--- config.mk ---
export PLATFORM = sky130hd
export DESIGN_NAME = piso_serializer
export DESIGN_NICKNAME = d
export VERILOG_FILES = /design/src/rtl/piso_pkg.sv /design/src/rtl/piso_bit_counter.sv /design/src/rtl/piso_serializer.sv
export SDC_FILE = /design/constraint.sdc
export NUM_CORES = 1
export LEC_CHECK = 0
export ABC_AREA = 0
export CAP_MARGIN = 0
export CORE_MARGIN = 10
export CORE_UTILIZATION = 42
export CTS_BUF_LIST = sky130_fd_sc_hd__clkbuf_16
export DETAILED_ROUTE_END_ITERATION = 10
export HOLD_SLACK_MARGIN = 0.06
export PLACE_DENSITY = 0.72
export SLEW_MARGIN = 20
export SYNTH_ARGS = -nofsm -noshare
export SYNTH_HDL_FRONTEND = slang
export SYNTH_SLANG_ARGS = --single-unit
--- constraint.sdc ---
create_clock -name clk -period 1.4 [get_ports clk]
set_input_delay 0.42 -clock clk [delete_from_list [all_inputs] [get_ports clk]]
set_output_delay 0.42 -clock clk [all_outputs]
set_load 0.005 [all_outputs]
--- src/rtl/piso_pkg.sv ---
// Shared types and helpers for the parallel-in/serial-out serializer.
package piso_pkg;

    typedef enum logic {
        PISO_IDLE  = 1'b0,
        PISO_SHIFT = 1'b1
    } piso_state_e;

    // Bit counter width; never narrower than one bit.
    function automatic int cnt_width(input int width);
        return (width < 2) ? 1 : $clog2(width);
    endfunction

endpackage

--- src/rtl/piso_bit_counter.sv ---
// Modulo-WIDTH bit position counter; at_last flags the final bit of a word.
module piso_bit_counter
    import piso_pkg::*;
#(
    parameter int WIDTH = 8,
    parameter int CW    = cnt_width(WIDTH)
) (
    input  logic          clk,
    input  logic          rst,
    input  logic          clr,
    input  logic          inc,
    output logic [CW-1:0] count,
    output logic          at_last
);

    assign at_last = (count == CW'(WIDTH - 1));

    // A clear wins over an increment so a reloaded word always restarts at bit 0.
    always_ff @(posedge clk) begin
        if (rst) begin
            count <= '0;
        end else if (clr) begin
            count <= '0;
        end else if (inc) begin
            count <= at_last ? '0 : count + CW'(1);
        end
    end

endmodule

--- src/rtl/piso_serializer.sv ---
// Parallel-in/serial-out serializer with valid/ready load, bit-order select
// and an external shift tick; back-to-back words stream without a gap.
module piso_serializer
    import piso_pkg::*;
#(
    parameter int   WIDTH      = 8,
    parameter bit   MSB_FIRST  = 1'b0,
    parameter logic IDLE_LEVEL = 1'b0
) (
    input  logic             clk,
    input  logic             rst,
    input  logic [WIDTH-1:0] in_data,
    input  logic             in_valid,
    output logic             in_ready,
    input  logic             shift_en,
    output logic             ser_out,
    output logic             ser_valid,
    output logic             ser_last,
    output logic             busy
);

    localparam int CW = cnt_width(WIDTH);

    piso_state_e      state, next_state;
    logic [WIDTH-1:0] sreg;
    logic [WIDTH-1:0] shifted;
    logic [CW-1:0]    bit_count;
    logic             at_last;
    logic             load;
    logic             shift;
    logic             go_idle;

    always_ff @(posedge clk) begin
        if (rst) begin
            state <= PISO_IDLE;
        end else begin
            state <= next_state;
        end
    end

    // The final tick of a word doubles as a load slot, which is what lets
    // consecutive words run with no idle bit between them.
    always_comb begin
        next_state = state;
        in_ready   = 1'b0;
        load       = 1'b0;
        shift      = 1'b0;
        go_idle    = 1'b0;
        unique case (state)
            PISO_IDLE: begin
                in_ready = 1'b1;
                if (in_valid) begin
                    load       = 1'b1;
                    next_state = PISO_SHIFT;
                end
            end
            PISO_SHIFT: begin
                if (shift_en) begin
                    if (at_last) begin
                        in_ready = 1'b1;
                        if (in_valid) begin
                            load = 1'b1;
                        end else begin
                            go_idle    = 1'b1;
                            next_state = PISO_IDLE;
                        end
                    end else begin
                        shift = 1'b1;
                    end
                end
            end
            default: next_state = PISO_IDLE;
        endcase
        if (rst) begin
            in_ready = 1'b0;
            load     = 1'b0;
        end
    end

    piso_bit_counter #(
        .WIDTH (WIDTH),
        .CW    (CW)
    ) u_bit_counter (
        .clk     (clk),
        .rst     (rst),
        .clr     (load),
        .inc     ((state == PISO_SHIFT) && shift_en),
        .count   (bit_count),
        .at_last (at_last)
    );

    assign shifted = MSB_FIRST ? (sreg << 1) : (sreg >> 1);

    // ser_out is its own flop so the link sees a clean registered bit.
    always_ff @(posedge clk) begin
        if (rst) begin
            sreg    <= '0;
            ser_out <= IDLE_LEVEL;
        end else if (load) begin
            sreg    <= in_data;
            ser_out <= MSB_FIRST ? in_data[WIDTH-1] : in_data[0];
        end else if (shift) begin
            sreg    <= shifted;
            ser_out <= MSB_FIRST ? shifted[WIDTH-1] : shifted[0];
        end else if (go_idle) begin
            ser_out <= IDLE_LEVEL;
        end
    end

    assign ser_valid = (state == PISO_SHIFT);
    assign busy      = ser_valid;
    assign ser_last  = (state == PISO_SHIFT) && (bit_count == CW'(WIDTH - 1));

endmodule
======== After elaboration in Yosys (flattened, before gate mapping) ========
Index checks and enable logic that the tools add are counted.
storage, ports and cells
  output and inout port bits .............. 5
  RAM bits ................................ 0
  latch bits .............................. 0
  word-level logic and storage cells ...... 37
  memories kept ........................... 0
  input port bits ......................... 12
  bits in read-only memories .............. 0
  bits in registers ....................... 13
cells by class
  muxes and demuxes ....................... 25
  $mul .................................... 0
  bitwise logic cells ..................... 1
  shift operators ......................... 0
  add/sub/neg operators ................... 1
  reductions and logical operators ........ 5
  divide/modulo/power cells ............... 0
  equality and inequality tests ........... 1
  order comparisons ....................... 0
operator list
  cell                 number
  $mux 1               19
  $mux 8               2
  $pmux 1 s2           3
  $add 3x1->3 const B  1
  $eq 3x3->1 const B   1
  $mux 3               1
  $reduce_bool 3->1    1
  $logic_and 1x1->1    2
  $reduce_bool 2->1    1
  $reduce_or 2->1      1
  $not 1->1            1

======== Depth between registers and ports, before layout ========
  depth after elaboration ................. 7
  gate-level depth with buffers ........... 6
  mapped depth without buffers ............ 5

======== By module ========
From an unflattened synthesis, not the netlist that was laid out.
second synthesis, totals
  cell total of the unflattened synthesis .. 83
  area total of the unflattened synthesis .. 764.5 µm²
by module, submodules not included
  module            times used  sequential area each (µm²)  area each (µm²)  cells each
  piso_serializer   1           180.2                       621.8            71
  piso_bit_counter  1           60.1                        142.6            12

======== Least setup slack after synthesis ========
No wires, ideal clock.
  path type ............................... flip-flop to output port
  start point ............................. reg u_bit_counter.count[0]
  end point ............................... out in_ready
  arrival time ............................ 1.090 ns
  path slack .............................. -0.110 ns
  path buffers ............................ 1
  required time ........................... 0.980 ns
  stages on the path, launching flop included .. 6
  path through ............................ dfxtp_1 ha_1 ha_1 buf_4 a21boi_2 nor2_1
on the way
  longest elaborated chain between the ends .. 5
ends and longest elaborated chain
  item                      line                    RTL
  start: declaration        piso_bit_counter.sv:12  output logic [CW-1:0] count,
  start signal: assignment  piso_bit_counter.sv:25  count <= at_last ? '0 : count + CW'(1);
  $eq 3x3->1                piso_bit_counter.sv:16  assign at_last = (count == CW'(WIDTH - 1));
  $mux 1                    piso_serializer.sv:59   if (at_last) begin
  $mux 1                    piso_serializer.sv:58   if (shift_en) begin
  $pmux 1 s2                piso_serializer.sv:49   unique case (state)
  $mux 1                    piso_serializer.sv:74   if (rst) begin
  end: declaration          piso_serializer.sv:14   output logic in_ready,
Every way passes these cells.

======== Final worst setup path ========
  start point ............................. reg u_bit_counter.count[1]
  end point ............................... out in_ready
The elaborated chain is that of the path after synthesis.

==> impl_metrics.csv <==
group,metric,value,unit
yosys,synth_compound_area_share,19.9,%
clock_network,cts.clk_slew.worst_paths,0.05,ns
timing,min_period_over_period,123,%
clock_network,clk-insertion-delay-late,0.24,ns
yosys,netlist_area,711,um2
routing,drt-vias-per-instance,5.60,
yosys,synth_top_flop_cell,"dfxtp_1",
yosys,syn_inst,77,
setup_path,cp_num_buf_inv,2,
setup_path,critical_path_required,0.98,ns
setup_path,cp_cell_sequence,"ha_4 > ha_4 > buf_6 > a21boi_4 > nor2_2 > buf_2",
finish,area_delta_synth_final,59.3,%
floorplan,ios,17,
routing,wirelength,1880,um
setup_path,cp_common_cell,"ha_4",
clock_network,cts_tree,"yes",
routing,ant_nets,0,
setup_path,crit_arrival,1.30,ns
routing,wl_met1,882,um
clock_network,cts_sinks,12,
global_route,antenna_found_initial,0,
routing,wl_met3,149,um
yosys,synth_xor_area_share,0,%
finish,n_antenna_cell,0,
yosys,synth_cell_types,30,
timing,setup_viol,10,
hold_path,holdPathStages,2,
clock_network,cts_buffers,3,
placement,detailedPlace.worstSlack,-0.662,ns
finish,post-route-util,72.6,%
setup_path,cpPeakStageDelay,0.33,ns
global_route,grt-ovfl-total,0,
setup_path,cp-start-kind,"flop",
timing,clock_skew,0.00505,ns
routing,drc,0,
routing,top_layer_used,"met4",
routing,wl_per_cell,15.4,um
clock_network,cts-hold-fix-buffers,0,
yosys,syn_avg_cell_area,9.23,um2
finish,layout_common_cells,"buf_4, clkdlybuf4s50_1, dfxtp_1, nand3_1, buf_6",
timing,worstMarginPinSlew,0.281,ns
floorplan,dieArea,3740,um2
timing,drv_slew,0,
yosys,synthSimpleGateAreaFrac,29.2,%
placement,place_congestion,0.775,
global_route,gr-usage-all-layers,10.8,%
routing,firstDrtPassIters,4,
timing,fmax,581,MHz
setup_path,crit_type,"flop to primary output",
yosys,syn_nets,91,
finish,drive_above_1_share,44.3,%
floorplan,die_height,61.1,um
power,p_leak,0.478,nW
yosys,synth_fa_ha_area_share,3.52,%
setup_path,rr_worst_depth,7,
yosys,synth_edf_count,0,
timing,max-slew-margin-rel,81.1,%
setup_path,crit_path_top_delay_cell,"dfxtp_2",
floorplan,start_util,45.6,%
finish,final_nets,121,
timing,hold_viol_final,0,
timing,rsz0062_at_grt,"yes",
yosys,ys_seq_area_share,33.8,%
placement,hpwl,1330,um
flow_run,maxCapViolCount,0,
placement,port_buffers,16,
yosys,ys_async_sr_fraction,0,%
power,ir_drop,0.717,mV
yosys,yosysWarningCount,0,
outcome,violations,"negative setup slack",
power,p_per_area,978,nW/um2
routing,drt-initial-drc-count,15,
finish,final_common_cell,"buf_4",
setup_path,crit_path_end_kind,"primary output",
clock_network,cts-root-buf,"clkbuf_16",
setup_path,crit_cells,6,
yosys,synth_top_family_by_area,"simple AND/OR/NAND/NOR gates",
global_route,grt_max_degree,13,
setup_path,crit_fanout,2,
global_route,grt_pass1_vias,665,
yosys,synth-seq-cells,12,
yosys,synth_mux_area_share,5.63,%
hold_path,hold_path.class,"flop to flop",
floorplan,core,1560,um2
clock_network,htreeDepth,1,
global_route,grt_pass1_wl,3060,um
clock_network,cts_buffer_depth,2,
timing,setup_ws,-0.320,ns
setup_path,path_delay_family,"flip-flops",
routing,dr_total_vias,683,
floorplan,dieWidth,61.1,um
outcome,status,"finished, violations left",
routing,wl_met2,820,um
timing,finalCriticalPeriod,1.72,ns
floorplan,rows,14,
-- synthesized netlist by cell type, types with 2 or more instances --
cell type  number  area (um2)
nor2_1          2        7.51
mux2i_1         4        40.0
dfxtp_1        12         240
o21ai_0         4        20.0
and3b_2         4        40.0
a211oi_1        3        22.5
buf_6           2        22.5
nor3_1          4        20.0
buf_4           3        22.5
nor2b_1         5        31.3
nand3_1         9        45.0
a21oi_1         3        15.0
ha_1            2        25.0
a31oi_1         4        25.0
-- power by group --
part	total [mW]	switching, mW	internal, mW
Combinational	0.196	0.0871	0.109
Sequential	0.375	0.0125	0.363
Clock	0.536	0.159	0.377
Total	1.11	0.258	0.849
-- final timing paths --
kind,start,endpoint,slack [ns]
max reg2reg,u_bit_counter.count[1]$_SDFFE_PP0P_,u_bit_counter.count[0]$_SDFFE_PP0P_,-0.08
min,sreg[4]$_SDFFE_PP0P_,sreg[4]$_SDFFE_PP0P_,0.49
min reg2reg,sreg[4]$_SDFFE_PP0P_,sreg[4]$_SDFFE_PP0P_,0.49
max,u_bit_counter.count[1]$_SDFFE_PP0P_,in_ready,-0.32
-- layer usage --
metal	global-route usage [%]	vias up
met5	0	-
met4	5.86	0
met3	4.12	5
met2	15.1	23
met1	14.0	313
li1	-	342
-- cell type report --
| class | count | area [um2] |
|---|---|---|
| clock inverters | 1 | 3.75 |
| repair buffers | 31 | 272 |
| flip-flops and latches | 12 | 246 |
| clock buffers | 3 | 75.1 |
| well taps | 16 | 20.0 |
| inverters | 2 | 7.51 |
| fillers | 119 | 427 |
| multi-input cells | 57 | 508 |
-- flip-flops by register name, summed over array words and instances, names as in the netlist --
name,cells
busy,1
sreg,7
ser_out,1
u_bit_counter.count,3
-- worst register-to-register path, stage by stage, from the launching register on --
cell and delay (ns):
dfxtp_2 0.33, ha_4 0.16, ha_4 0.15, buf_4 0.14, buf_6 0.12, nand3b_4 0.17
or2_1 0.23, a21oi_2 0.11
-- through the flow --
step | cells | hold WS (ns) | instance area [um2] | power [mW] | setup TNS, ns
after floorplan | 77 | 0.461 | 749 | 0.475 | 0
after global placement | 113 | 0.471 | 952 | 0.555 | -4.43
after detailed placement | 113 | 0.483 | 952 | 0.557 | -4.70
after CTS | 121 | 0.492 | 1090 | 1.09 | -0.922
after global routing | 122 | 0.519 | 1130 | 1.15 | -1.47
final | 122 | 0.495 | 1130 | 1.11 | -0.927
-- what timing repair did --
item                       4_1_cts  5_1_grt
hold endpoints to repair         0        0
buffers inserted                 4        1
pin swaps                       10       12
resized for setup               31       10
setup endpoints to repair       16       14
cloned                           1        0
-- cell families after synthesis --
logic type               Yosys count
AND/OR/NAND/NOR                   32
AO/OA/AOI/OAI                     19
adder cells (fa/ha/maj)            2
flip-flops                        12
multiplexers                       4
buffers and inverters              8
(Power assumes the default switching activity.)
